$ cat config.mk
export PLATFORM = sky130hd
export DESIGN_NAME = uart_tx_mmio_flat
export DESIGN_NICKNAME = d
export VERILOG_FILES = /design/src/rtl/uart_pkg.sv /design/src/rtl/uart_tx_mmio_if.sv /design/src/rtl/fifo_sync.sv /design/src/rtl/uart_tx_mmio.sv /design/src/flat_wrapper.sv
export SDC_FILE = /design/constraint.sdc
export NUM_CORES = 1
export LEC_CHECK = 0
export ABC_AREA = 1
export CORE_UTILIZATION = 47
export CTS_BUF_LIST = sky130_fd_sc_hd__clkbuf_16
export DETAILED_ROUTE_END_ITERATION = 10
export PLACE_DENSITY_LB_ADDON = 0.25
export SYNTH_ARGS = -nofsm -noshare
export SYNTH_HDL_FRONTEND = slang
export SYNTH_HIERARCHICAL = 1
export SYNTH_SLANG_ARGS = --single-unit
$ cat constraint.sdc
create_clock -name clk -period 1.8 [get_ports clk]
set_clock_uncertainty 0.05 [all_clocks]
set_input_delay 0.27 -clock clk [delete_from_list [all_inputs] [get_ports clk]]
set_output_delay 0.27 -clock clk [all_outputs]
set_load 0.02 [all_outputs]
$ cat src/rtl/uart_pkg.sv
// uart_pkg -- shared definitions for the memory-mapped UART transmitter.
//   * Serializer state encodings (plain 2-bit constants so the encoding stays
//     stable for legacy tools and waveform viewers).
//   * Register offsets relative to BASE_ADDR.
//   * Bit positions of the fields in the STATUS register.
package uart_pkg;

    typedef logic [1:0] state_t;

    localparam state_t ST_IDLE  = 2'd0;
    localparam state_t ST_START = 2'd1;
    localparam state_t ST_DATA  = 2'd2;
    localparam state_t ST_STOP  = 2'd3;

    localparam logic [31:0] TXDATA_OFS = 32'd0;
    localparam logic [31:0] STATUS_OFS = 32'd4;

    // STATUS = {28'b0, ovf, busy, empty, full}
    localparam int STAT_FULL  = 0;
    localparam int STAT_EMPTY = 1;
    localparam int STAT_BUSY  = 2;
    localparam int STAT_OVF   = 3;

endpackage

$ cat src/rtl/uart_tx_mmio_if.sv
// uart_tx_mmio_if -- CPU data-memory port seen by the UART peripheral.
//   WE : store enable            (master -> slave)
//   A  : byte address            (master -> slave)
//   WD : store data              (master -> slave)
//   RD : combinational load data (slave -> master)
interface uart_tx_mmio_if;

    logic        WE;
    logic [31:0] A;
    logic [31:0] WD;
    logic [31:0] RD;

    modport master (output WE, output A, output WD, input RD);
    modport slave  (input WE, input A, input WD, output RD);

endinterface

$ cat src/rtl/fifo_sync.sv
// fifo_sync -- single-clock FIFO with combinational head output.
//   clk, rst_n : clock and asynchronous active-low reset (pointers only)
//   push, din  : write din on the rising edge when not full
//   pop, dout  : dout always shows the head entry; pop advances it when not empty
//   full/empty : derived from read/write pointers carrying one extra wrap bit
// DEPTH must be a power of two and at least 2.
module fifo_sync #(
    parameter int WIDTH = 8,
    parameter int DEPTH = 8
) (
    input  logic             clk,
    input  logic             rst_n,
    input  logic             push,
    input  logic             pop,
    input  logic [WIDTH-1:0] din,
    output logic [WIDTH-1:0] dout,
    output logic             full,
    output logic             empty
);

    localparam int AW = $clog2(DEPTH);

    logic [WIDTH-1:0] mem [DEPTH];
    logic [AW:0]      wr_ptr_q, wr_ptr_d;
    logic [AW:0]      rd_ptr_q, rd_ptr_d;
    logic             do_push, do_pop;

    // Equal indices: same wrap bit means empty, opposite wrap bit means full.
    assign empty   = (wr_ptr_q == rd_ptr_q);
    assign full    = (wr_ptr_q[AW] != rd_ptr_q[AW]) &&
                     (wr_ptr_q[AW-1:0] == rd_ptr_q[AW-1:0]);
    assign do_push = push && !full;
    assign do_pop  = pop && !empty;
    assign dout    = mem[rd_ptr_q[AW-1:0]];

    // NOTE: every always_comb output gets a default first so no path leaves it unassigned (no latch).
    always_comb begin
        wr_ptr_d = wr_ptr_q;
        rd_ptr_d = rd_ptr_q;
        if (do_push) wr_ptr_d = wr_ptr_q + 1'b1;
        if (do_pop)  rd_ptr_d = rd_ptr_q + 1'b1;
    end

    // NOTE: sequential state uses non-blocking assignments so all flops update from pre-edge values.
    always_ff @(posedge clk or negedge rst_n) begin
        if (!rst_n) begin
            wr_ptr_q <= '0;
            rd_ptr_q <= '0;
        end else begin
            wr_ptr_q <= wr_ptr_d;
            rd_ptr_q <= rd_ptr_d;
        end
    end

    // NOTE: storage is deliberately not reset; empty pointers make stale contents unreachable.
    always_ff @(posedge clk) begin
        if (do_push) mem[wr_ptr_q[AW-1:0]] <= din;
    end

endmodule

$ cat src/rtl/uart_tx_mmio.sv
// uart_tx_mmio -- memory-mapped 8N1 UART transmitter with a transmit FIFO.
//   clk  : single clock, rising edge
//   rst  : asynchronous active-low reset; aborts any frame, empties the FIFO
//   bus  : CPU data-memory port (WE, A, WD in; combinational RD out)
//   tx   : registered serial line, idle high
// Registers (decoded on A[31:2]):
//   BASE_ADDR+0 TXDATA  write: queue WD[7:0]; reads as 0
//   BASE_ADDR+4 STATUS  read {28'b0, ovf, busy, empty, full}; write WD[3]=1 clears ovf
module uart_tx_mmio
    import uart_pkg::*;
#(
    parameter logic [31:0] BASE_ADDR    = 32'h0000_1000,
    parameter int          CLKS_PER_BIT = 868,
    parameter int          FIFO_DEPTH   = 8
) (
    input  logic          clk,
    input  logic          rst,
    uart_tx_mmio_if.slave bus,
    output logic          tx
);

    localparam logic [31:0]      TXDATA_ADDR = BASE_ADDR + TXDATA_OFS;
    localparam logic [31:0]      STATUS_ADDR = BASE_ADDR + STATUS_OFS;
    localparam int               CNT_W       = (CLKS_PER_BIT > 1) ? $clog2(CLKS_PER_BIT) : 1;
    localparam logic [CNT_W-1:0] BAUD_LAST   = CNT_W'(CLKS_PER_BIT - 1);

    logic             sel_txdata, sel_status;
    logic             wr_txdata, wr_status;
    logic             fifo_full, fifo_empty, fifo_pop;
    logic [7:0]       fifo_dout;
    logic             busy;
    logic [31:0]      rd;

    state_t           state_q, state_d;
    logic [CNT_W-1:0] baud_q, baud_d;
    logic [2:0]       bit_idx_q, bit_idx_d;
    logic [7:0]       shreg_q, shreg_d;
    logic             tx_q, tx_d;
    logic             ovf_q, ovf_d;

    // Byte-lane bits of the address and the upper store-data bits carry no meaning here.
    logic unused_bus_bits;
    assign unused_bus_bits = &{1'b0, bus.A[1:0], bus.WD[31:8]};

    assign sel_txdata = (bus.A[31:2] == TXDATA_ADDR[31:2]);
    assign sel_status = (bus.A[31:2] == STATUS_ADDR[31:2]);
    assign wr_txdata  = bus.WE && sel_txdata;
    assign wr_status  = bus.WE && sel_status;

    // A write while full is discarded inside the FIFO; ovf records the loss.
    fifo_sync #(
        .WIDTH (8),
        .DEPTH (FIFO_DEPTH)
    ) u_fifo (
        .clk   (clk),
        .rst_n (rst),
        .push  (wr_txdata),
        .pop   (fifo_pop),
        .din   (bus.WD[7:0]),
        .dout  (fifo_dout),
        .full  (fifo_full),
        .empty (fifo_empty)
    );

    // tx is computed one edge ahead so the registered line changes exactly on
    // the edge that enters each bit period.
    always_comb begin
        state_d   = state_q;
        baud_d    = baud_q;
        bit_idx_d = bit_idx_q;
        shreg_d   = shreg_q;
        tx_d      = tx_q;
        fifo_pop  = 1'b0;
        case (state_q)
            ST_IDLE: begin
                tx_d = 1'b1;
                if (!fifo_empty) begin
                    fifo_pop = 1'b1;
                    shreg_d  = fifo_dout;
                    baud_d   = '0;
                    state_d  = ST_START;
                    tx_d     = 1'b0;
                end
            end
            ST_START: begin
                if (baud_q == BAUD_LAST) begin
                    baud_d    = '0;
                    bit_idx_d = '0;
                    state_d   = ST_DATA;
                    tx_d      = shreg_q[0];
                end else begin
                    baud_d = baud_q + 1'b1;
                end
            end
            ST_DATA: begin
                if (baud_q == BAUD_LAST) begin
                    baud_d = '0;
                    if (bit_idx_q == 3'd7) begin
                        state_d = ST_STOP;
                        tx_d    = 1'b1;
                    end else begin
                        bit_idx_d = bit_idx_q + 1'b1;
                        shreg_d   = {1'b0, shreg_q[7:1]};
                        tx_d      = shreg_q[1];
                    end
                end else begin
                    baud_d = baud_q + 1'b1;
                end
            end
            ST_STOP: begin
                if (baud_q == BAUD_LAST) begin
                    baud_d  = '0;
                    state_d = ST_IDLE;
                    tx_d    = 1'b1;
                end else begin
                    baud_d = baud_q + 1'b1;
                end
            end
            default: begin
                state_d = ST_IDLE;
                tx_d    = 1'b1;
            end
        endcase
    end

    // full is the pre-edge value, so a write on the same edge as a pop is still dropped.
    always_comb begin
        ovf_d = ovf_q;
        if (wr_txdata && fifo_full) begin
            ovf_d = 1'b1;
        end else if (wr_status && bus.WD[STAT_OVF]) begin
            ovf_d = 1'b0;
        end
    end

    assign busy = (state_q != ST_IDLE);

    always_comb begin
        rd = '0;
        if (sel_status) begin
            rd[STAT_FULL]  = fifo_full;
            rd[STAT_EMPTY] = fifo_empty;
            rd[STAT_BUSY]  = busy;
            rd[STAT_OVF]   = ovf_q;
        end
    end

    assign bus.RD = rd;
    assign tx     = tx_q;

    always_ff @(posedge clk or negedge rst) begin
        if (!rst) begin
            state_q   <= ST_IDLE;
            baud_q    <= '0;
            bit_idx_q <= '0;
            shreg_q   <= '0;
            tx_q      <= 1'b1;
            ovf_q     <= 1'b0;
        end else begin
            state_q   <= state_d;
            baud_q    <= baud_d;
            bit_idx_q <= bit_idx_d;
            shreg_q   <= shreg_d;
            tx_q      <= tx_d;
            ovf_q     <= ovf_d;
        end
    end

endmodule

$ cat src/flat_wrapper.sv
// flat-port wrapper written by rule: the top's interface ports become plain ports
module uart_tx_mmio_flat import uart_pkg::*;
#(
    parameter logic [31:0] BASE_ADDR    = 32'h0000_1000,
    parameter int          CLKS_PER_BIT = 868,
    parameter int          FIFO_DEPTH   = 8
)
  (clk, rst, tx, bus_WE, bus_A, bus_WD, bus_RD);
  uart_tx_mmio_if bus_i ();
  input  logic clk;
  input  logic rst;
  output logic tx;
  input wire logic [$bits(bus_i.WE)-1:0] bus_WE;
  input wire logic [$bits(bus_i.A)-1:0] bus_A;
  input wire logic [$bits(bus_i.WD)-1:0] bus_WD;
  output wire logic [$bits(bus_i.RD)-1:0] bus_RD;
  assign bus_i.WE = bus_WE;
  assign bus_i.A = bus_A;
  assign bus_i.WD = bus_WD;
  assign bus_RD = bus_i.RD;
  uart_tx_mmio #(.BASE_ADDR(BASE_ADDR), .CLKS_PER_BIT(CLKS_PER_BIT), .FIFO_DEPTH(FIFO_DEPTH)) u_core (.clk(clk), .rst(rst), .bus(bus_i), .tx(tx));
endmodule
Yosys cells after proc, flatten, opt, wreduce, memory -nomap -nowiden

Memories as Yosys holds them, arrays and structs flattened.
Cells that the tools add are included.

Flip-flop bits (word level): 33
Latch bits: 0
Memory bits (writable): 64
Bits in read-only memories: 0
Input bits: 67
Output and inout port bits: 33
Logic and storage cells: 78
Memories: 1

$add $sub $neg: 4
Multiply operators: 0
Div/mod/pow operators: 0
$lt $le $gt $ge: 0
Eq/ne operators: 16
Shifts and indexed selects: 0
Multiplexer cells: 30
Bitwise gates (word level): 0
Reductions and logical operators: 19

Memory list:

| memory            | words | width | read ports | clocked after memory_dff | write ports | line            | RTL |
|---|---|---|---|---|---|---|---|
| u_core.u_fifo.mem | 8     | 8     | 1          | 0                        | 1           | fifo_sync.sv:23 | `logic [WIDTH-1:0] mem [DEPTH];` |

Operators by type and width:

| operator                                              | count |
|---|---|
| equality test 30 x 11 -> 1 bit, second input constant | 2 |
| two-way mux 8 bit                                     | 3 |
| two-way mux 10 bit                                    | 2 |
| one-hot mux 10 bit (2 select lines)                   | 1 |
| one-hot mux 8 bit (2 select lines)                    | 1 |
| two-way mux 1 bit                                     | 11 |
| adder 10 x 1 -> 10 bit, second input constant         | 1 |
| equality test 10 bit, second input constant           | 1 |
| two-way mux 2 bit                                     | 5 |
| two-way mux 3 bit                                     | 3 |
| adder 4 x 1 -> 4 bit, second input constant           | 2 |
| != test 2 x 1 -> 1 bit, second input constant         | 4 |
| one-hot mux 2 bit (4 select lines)                    | 1 |
| AND reduction 4 bit                                   | 2 |
| nonzero test 2 bit                                    | 4 |
| logical AND 1 bit                                     | 7 |
| one-hot mux 3 bit (2 select lines)                    | 1 |
| AND reduction 5 bit                                   | 1 |
| equality test 2 bit, second input constant            | 2 |
| equality test 4 bit                                   | 1 |
| two-way mux 4 bit                                     | 1 |
| != test 2 bit, second input constant                  | 2 |
| one-hot mux 1 bit (4 select lines)                    | 1 |
| adder 3 x 1 -> 3 bit, second input constant           | 1 |
| other kinds (8)                                       | 9 |

Longest topological paths before layout

Gate-level depths: netlist (run 1).

Depth in word-level cells: 6
Mapped depth: 14
Depth with buffers taken out: 12

Hierarchy

The synthesis (run 1) kept the hierarchy.

Modules (own cells, without submodules):

| module       | times used | cells each | area an instance (um^2) |
|---|---|---|---|
| fifo_sync    | 1          | 269        | 3,044.2 |
| uart_tx_mmio | 1          | 282        | 2,003.2 |

Worst setup path after synthesis (run 1)

No wires, ideal clock.

Kind: input-to-reg
From: input bus_A[23]
To: memory u_core.u_fifo.mem[4][0], enable pin
Setup time: 370 ps
Arrival: 1,433 ps
Setup slack: -54 ps
Stages on the path: 8
Path buffers: 0
Path through: inv_1 nand2_1 nor3_1 nand2_1 nor2_1 and3_1 nand3_2 nor2_1

Word-level cells in the longest chain between the ends: 5

RTL lines:

| element                                 | line               | RTL |
|---|---|---|
| start: declaration                      | flat_wrapper.sv:14 | `input wire logic [$bits(bus_i.A)-1:0] bus_A;` |
| equality test 30 x 11 -> 1 bit          | uart_tx_mmio.sv:45 | `assign sel_txdata = (bus.A[31:2] == TXDATA_ADDR[31:2]);` |
| logical AND 1 bit                       | uart_tx_mmio.sv:47 | `assign wr_txdata = bus.WE && sel_txdata;` |
| net u_core.wr_txdata                    | uart_tx_mmio.sv:28 | `logic wr_txdata, wr_status;` |
| logical AND 1 bit                       | fifo_sync.sv:32    | `assign do_push = push && !full;` |
| two-way mux 1 bit                       | fifo_sync.sv:57    | `if (do_push) mem[wr_ptr_q[AW-1:0]] <= din;` |
| two-way mux 1 bit (not written as such) | fifo_sync.sv:57    |  |
| end: declaration                        | fifo_sync.sv:23    |  |

The timed path passes the listed nets, and every way through them passes these cells.

Worst setup path in the final report (run 1)

From: input bus_A[23]
To: output bus_RD[0]

Word-level cells in the longest chain between the ends: 2

RTL lines:

| element                        | line                | RTL |
|---|---|---|
| equality test 30 x 11 -> 1 bit | uart_tx_mmio.sv:46  | `assign sel_status = (bus.A[31:2] == STATUS_ADDR[31:2]);` |
| two-way mux 4 bit              | uart_tx_mmio.sv:140 | `if (sel_status) begin` |
| end: declaration               | flat_wrapper.sv:16  | `output wire logic [$bits(bus_i.RD)-1:0] bus_RD;` |

Every way passes these cells.

==> results of run 1 <==
worst paths after layout:
check                                          endpoint  slack [ns]                       from  depth (start not counted)
worst max-delay path                          bus_RD[0]      -0.002                  bus_A[23]                          9
worst min-delay path                   u_core/baud_q[5]        0.29                        rst                          2
worst max register to register  u_core/u_fifo/mem[6][4]        0.10  u_core/u_fifo/rd_ptr_q[1]                          9
worst min register to register             u_core/ovf_q        0.44               u_core/ovf_q                          2
max in group asynchronous                     u_core/tx        1.06                        rst                          2
min in group clk                           u_core/ovf_q        0.42                   bus_A[7]                          8
cells by family after synthesis:
kind of cell	share of synthesized area, %
xor+xnor	1.041
fa+ha+maj	2.479
other cells	0.07430
compound gates	8.751
buf+inv	9.792
mux	1.388
simple gates	22.01
flops	54.46
repair_timing:
item                       CTS  global route
pin swaps                   20            20
setup endpoints to repair   68            80
buffers inserted            29             6
gates cloned                 0             1
resized for setup           62            38
flip-flops by register name, indices dropped and copies added, names as in the netlist:
register	cells
u_core/tx	1
u_core/state_q	2
u_core/bit_idx_q	3
u_core/baud_q	10
u_core/u_fifo/mem	64
u_core/u_fifo/wr_ptr_q	4
u_core/shreg_q	8
u_core/u_fifo/rd_ptr_q	4
u_core/ovf_q	1
power breakdown:
part,total [mW],internal [mW],switching [mW]
clock,1.88,0.979,0.900
combinational,0.426,0.197,0.229
sequential,2.51,2.46,0.0518
total,4.81,3.63,1.18
final cells by class:
cell class	instances	area share [%]
clock inverter	7	1.009
multi-input combinational	385	31.00
clock buffer	9	3.427
timing repair buffer	128	16.96
sequential	97	41.83
tap	136	2.589
inverter	55	3.180
routing by layer:
metal	wire (um)	GRT usage, %
met2	6107	39.10
met5	0	0
met1	4696	24.60
met3	622	5.009
met4	200	8.532
Yosys cell counts, drive strengths merged:
library cell	number	area [sq um]
nand2	131	534.3
nor2	84	327.8
edfxtp	64	1922
inv	55	209.0
o21ai	54	300.3
buf	39	271.5
dfrtp	32	800.8
nand3	30	155.1
o22ai	17	106.4
ha	10	125.1
nand4	9	77.57
mux2i	7	70.07
xor2	5	43.79
a21oi	4	27.53
clkbuf	3	13.76
nor3	2	10.01
and3	1	6.260
conb	1	3.750
dfstp	1	26.28
o21bai	1	7.510
xnor2	1	8.760
critical path, delay by kind of cell:
| kind | cells | cell delay [ns] |
|---|---|---|
| buffers and inverters | 3 | 0.40 |
| and+or+nand+nor | 6 | 0.81 |
stage by stage:
| step | util (%) | cells | setup slack (ns) |
|---|---|---|---|
| after CTS | 61.97 | 810 | 0.0006646 |
| after detailed placement | 56.94 | 765 | -0.6789 |
| after global routing | 63.37 | 817 | -0.06150 |
| final | 63.37 | 817 | -0.002488 |
| after global placement | 56.94 | 765 | -0.5863 |
| after floorplan | - | 578 | -0.05378 |
==> results.txt, run 1 <==
- Result of the run: complete, but fails checks
- Violated checks: setup timing
* Number of global-route vias before repair: 3,942
- CTS buffer count: 9
- The clock passes through at most 2 buffers.
- From left edge to right edge, the die measures 105.6 um.
* I/O pins: 100
- Clock tree root driver cell: clkbuf_16
- Most common cell after layout, fill and taps aside: nand2_1
- Period utilisation layout: 100.1%
- The first detailed-routing pass took 4 iterations.
* Number of antenna diodes: 0
- Post-synthesis instance area: 5047 sq um
* DRC violation count after routing: 0
* Clk sink count: 97
* Worst setup SP type: input port
- Hold repair after CTS inserted 0 buffers.
* Delay of the slowest cell on the worst path: 0.22 ns
- Wires add up to 11,630 um.
- TritonCTS clock tree: built
- Effective utilization at floorplan: 48.67%
- Counting stages on the worst path, the most repeated cell is nor2_4.
* Maximum level of the CTS H-tree: 3
- Across all hold checks on the routed design, the worst slack comes to 0.2887 ns.
- At the end of routability-driven placement, the weighted congestion stood at 0.8040.
- Setup repair after global routing could not meet its margin everywhere.
* Critical setup path kind: in2out
- Antenna-violating nets left: 0
- Power density cells: 732.2 nW/um^2
- At the worst endpoint, the arrival time is 1.48 ns.
- The worst-case IR drop observed on VDD is 0.5534 mV.
- Per-cell routed wire length: 14.23 um
* Placed wire-length estimate after detailed placement: 7301 um
* Cell Rows: 37
* TNS Setup: -0.003463 ns
* Number of warnings printed during yosys synthesis: 6
* Total global routing overflow: 0
- For this run, the total global-route usage over all layers was measured as 21.61%.
- Count of buffers from port buffering: 45
- The completed layout was analyzed and its total power is 4.812 mW.
- Cell area after placement: 5904 sq um
- Worst path required time: 1.48 ns
- Number of maximum-capacitance constraint violations: 0
- The initial antenna violation count came to 0.
* Clk pin slew, worst setup/hold paths: 0.07 ns
- The die covers 11,160 sq um.
- For this run, the top clock speed supported by timing is 554.8 MHz.
- Placeable core area: 10,370 sq um
- Number of fill cells: 864
* Commonest non-fill, non-tap cells in the layout: nand2_1, buf_4, edfxtp_1
- Vertical extent of the die: 105.6 um
* Synthesized netlist cell count: 551
- Fraction of final layout cells sized beyond drive strength 1: 26.14%
- For the worst-skew pair, the clock arrives at the later sink with an insertion delay of 0.35 ns.
- The detailed router placed 4,075 vias in this run.
- In this run, synthesis produced a sequential element count of 97.
- Type of the most critical hold path: in2async
* FF/Latch Area: 2749 sq um
- Sequential cells were found to cover 54.46% of the synthesized design area.
- Setup violations remaining at the end of the flow were counted as 2.
- Static leakage: 2.869 nW
- Minimum setup slack in the final design: -0.002488 ns
* Post-Syn Area per Cell: 9.160 sq um
- Crit path cell chain: dlygate4sd2_1 > inv_1 > nand2_2 > nor3_2 > nand2_1 > nor2_4 > nand3_4 > nor2_4 > buf_6
- The multi-input combinational cells in the finished layout cover a total of 2037 sq um.
- Final hold vios: 0
- Sort of element at the end of the critical path: output pin
- The number of max-slew violations in the final report was 0.
- Largest net degree at the start of global routing: 36
- The largest individual stage delay along the critical path comes from the cell dlygate4sd2_1.
- Dividing the detail-routed via count by the number of cells gives 4.988.
- The worst path in the final design needs a cycle of 1.802 ns, including I/O delays and setup.
- Post-synthesis cell type count: 36
- Count of nets after finishing: 753
- From synthesis to final layout, the design area changed by 30.19%.
- In this run, the number of DRC markers left after iteration 0 of detailed routing was 222.
- Non-Filler Cell Area, Final: 6571 sq um
- The first global-routing pass estimated 18,370 um of wire.
- Of all nets on the critical path, the largest fanout is 4.
No activity file was read; power rests on OpenSTA's default activity.
==> inputs of run 2 (changes only) <==
--- a/config.mk
+++ b/config.mk
@@ -6,10 +6,11 @@
 export NUM_CORES = 1
 export LEC_CHECK = 0
 export ABC_AREA = 1
-export CORE_UTILIZATION = 47
+export CORE_UTILIZATION = 52
 export CTS_BUF_LIST = sky130_fd_sc_hd__clkbuf_16
 export DETAILED_ROUTE_END_ITERATION = 10
 export PLACE_DENSITY_LB_ADDON = 0.25
+export SKIP_CTS_REPAIR_TIMING = 1
 export SYNTH_ARGS = -nofsm -noshare
 export SYNTH_HDL_FRONTEND = slang
 export SYNTH_HIERARCHICAL = 1
==> constraint.sdc (replaced) <==
create_clock -name clk -period 2 [get_ports clk]
set_clock_uncertainty 0.05 [all_clocks]
set_input_delay 0.3 -clock clk [delete_from_list [all_inputs] [get_ports clk]]
set_output_delay 0.3 -clock clk [all_outputs]
set_load 0.02 [all_outputs]
==> results.txt, run 2 (synthesis results as in run 1) <==
- Data arrives at the worst endpoint at 1.95 ns.
* Die outline area: 10,100 sq um
- M1 WL: 4473 um
- The worst setup path is of the in2reg kind.
* Top fanout value on the critical path: 8
- The slowest stage of the critical path belongs to the cell clkdlybuf4s50_1.
- The number of global-route vias before repair is 3,561.
* Number of antenna violations at the first check in global routing: 0
- Dividing the detail-routed wire length by the instance count gives 13.56 um.
- Entering global routing, the biggest net connects 36 pins.
* Top layer in use: met4
* Cell Rows: 35
- In the final design database the tool counted 713 nets.
- Using the TritonRoute via totals, the vias-per-cell ratio works out to 5.038.
- Initial DRT Pass Iterations: 4
- At the later pin of the worst-skew pair, clock insertion delay measures 0.34 ns.
- Number of fill cells: 774
- Count of pins over their slew limit: 0
- The register with the most flip-flops in the layout has 64 of them.
- In the routed design, unresolved DRC markers number 0.
- Vias after detailed routing: 3,879
- Clk pin slew, worst setup/hold paths: 0.07 ns
* Period utilisation layout: 98.34%
* Effective utilization at floorplan: 54.11%
* Count of placed standard cells including taps: 752
* Maximum level of the CTS H-tree: 3
- Summing all flip-flop and latch instances after layout gives 2749 sq um.
- Type of the most critical hold path: in2async
- After detailed routing, the met3 layer carries 469 um of wire.
* Most common cell after layout, fill and taps aside: nand2_1
* TritonCTS clock tree: built
* Commonest non-fill, non-tap cells in the layout: nand2_1, nor2_1, edfxtp_1
* Routability Congestion: 0.8098
* Count of buffers from port buffering: 45
- Metal2 WL: 5404 um
* Buffering stage count on the worst path with inverters included: 4
- Worst setup SP type: input port
* Total wire length: 10,440 um
- Final hold vios: 0
- Global routing used 21.68% of the available tracks.
* Placed wire-length estimate after detailed placement: 7134 um
- Post-layout instance count excluding filler cells: 770
- The largest single stage delay on the critical path is 0.48 ns.
- Setup repair after global routing missed its margin: yes
* Placeable core area: 9328 sq um
- 0 antenna diodes ended up in the layout.
- Buffers inserted during clock tree synthesis total 9.
- The longest clock path from root to sink contains 2 buffers.
- Among cell families on the critical path, the largest total delay comes from buffers and inverters.
- Total global routing overflow: 0
- Clk sink count: 97
* Sort of element at the end of the critical path: flop
- Max-cap violations in this run came to 0.
- The floorplan step set the die height to 100.5 um.
- The worst-case IR drop observed on VDD is 0.5230 mV.
* Fraction of final layout cells sized beyond drive strength 1: 17.78%
* Drt initial violations: 199
- Antenna-violating nets left: 0
- Final count of negative-setup-slack endpoints: 0
- Area occupied by multi-input gates: 1977 sq um
- In this run the power density over the cells is 695.5 nW/um^2.
- In this run the static leakage power is 2.611 nW.
- Global-route wire length before repair: 16,760 um
- Relative area change from synthesis to final layout: 22.71%
- Clock tree root driver cell: clkbuf_16
* Result of the run: completed
- In this run the count of I/O pins placed on the die edge is 100.
* Maximum clock frequency: 508.4 MHz
* Smallest hold slack: 0.3210 ns
- Die Wd: 100.5 um
- At the worst endpoint, the required time is 1.99 ns.
* Tmin final: 1.967 ns
* Crit path cell chain: clkdlybuf4s50_1 > inv_1 > nor2_1 > nand4_1 > nor2_2 > buf_4 > and3_4 > nand3_2 > nor2_1 > buf_4
[run 2: area by class of cell]
class / count / area share [%]
sequential: 97 / 44.38
multi-input combinational: 385 / 31.92
timing repair buffer: 88 / 12.77
clock buffer: 9 / 3.636
inverter: 55 / 3.374
tap: 129 / 2.606
clock inverter: 7 / 1.313
[run 2: final timing paths]
kind / from / endpoint / slack, ns / cells past startpoint
worst max-delay path: bus_A[12] / u_core/u_fifo/mem[2][1] / 0.03 / 10
worst min-delay path: rst / u_core/baud_q[6] / 0.32 / 2
worst max register to register: u_core/u_fifo/rd_ptr_q[3] / u_core/shreg_q[0] / 0.19 / 13
worst min register to register: u_core/ovf_q / u_core/ovf_q / 0.44 / 2
max in group asynchronous: rst / u_core/tx / 1.25 / 2
min in group clk: u_core/ovf_q / u_core/ovf_q / 0.44 / 2
[run 2: metal layers]
layer / GRT usage (%) / vias to the layer above
li1: - / 1939
met1: 27.67 / 1832
met2: 37.20 / 99
met3: 5.062 / 9
met4: 5.797 / 0
met5: 0 / -
[run 2: stage by stage]
step                      util [%]  setup TNS [ns]  power, mW  area [sq um]  setup slack (ns)
after floorplan                  -               0      2.514          5149            0.1162
after global placement       62.21          -20.31      2.619          5803           -0.4095
after detailed placement     62.21          -22.03      2.635          5803           -0.4502
after CTS                    65.50          -1.793      4.340          6110           -0.4513
after global routing         66.40         -0.8509      4.461          6193          -0.05192
final                        66.40               0      4.308          6193           0.03314
[run 2: power by group]
| part | total [mW] | switching (mW) | internal [mW] |
|---|---|---|---|
| logic | 0.339 | 0.183 | 0.155 |
| registers | 2.25 | 0.0451 | 2.21 |
| clock network | 1.71 | 0.821 | 0.894 |
| total | 4.31 | 1.05 | 3.26 |
==> inputs of run 3 (changes only) <==
--- a/config.mk
+++ b/config.mk
@@ -11,6 +11,7 @@
 export DETAILED_ROUTE_END_ITERATION = 10
 export PLACE_DENSITY_LB_ADDON = 0.25
 export SKIP_CTS_REPAIR_TIMING = 1
+export SLEW_MARGIN = 20
 export SYNTH_ARGS = -nofsm -noshare
 export SYNTH_HDL_FRONTEND = slang
 export SYNTH_HIERARCHICAL = 1
==> results of run 3 <==
No change in the layout: final DEF, timing and power equal those of run 2.
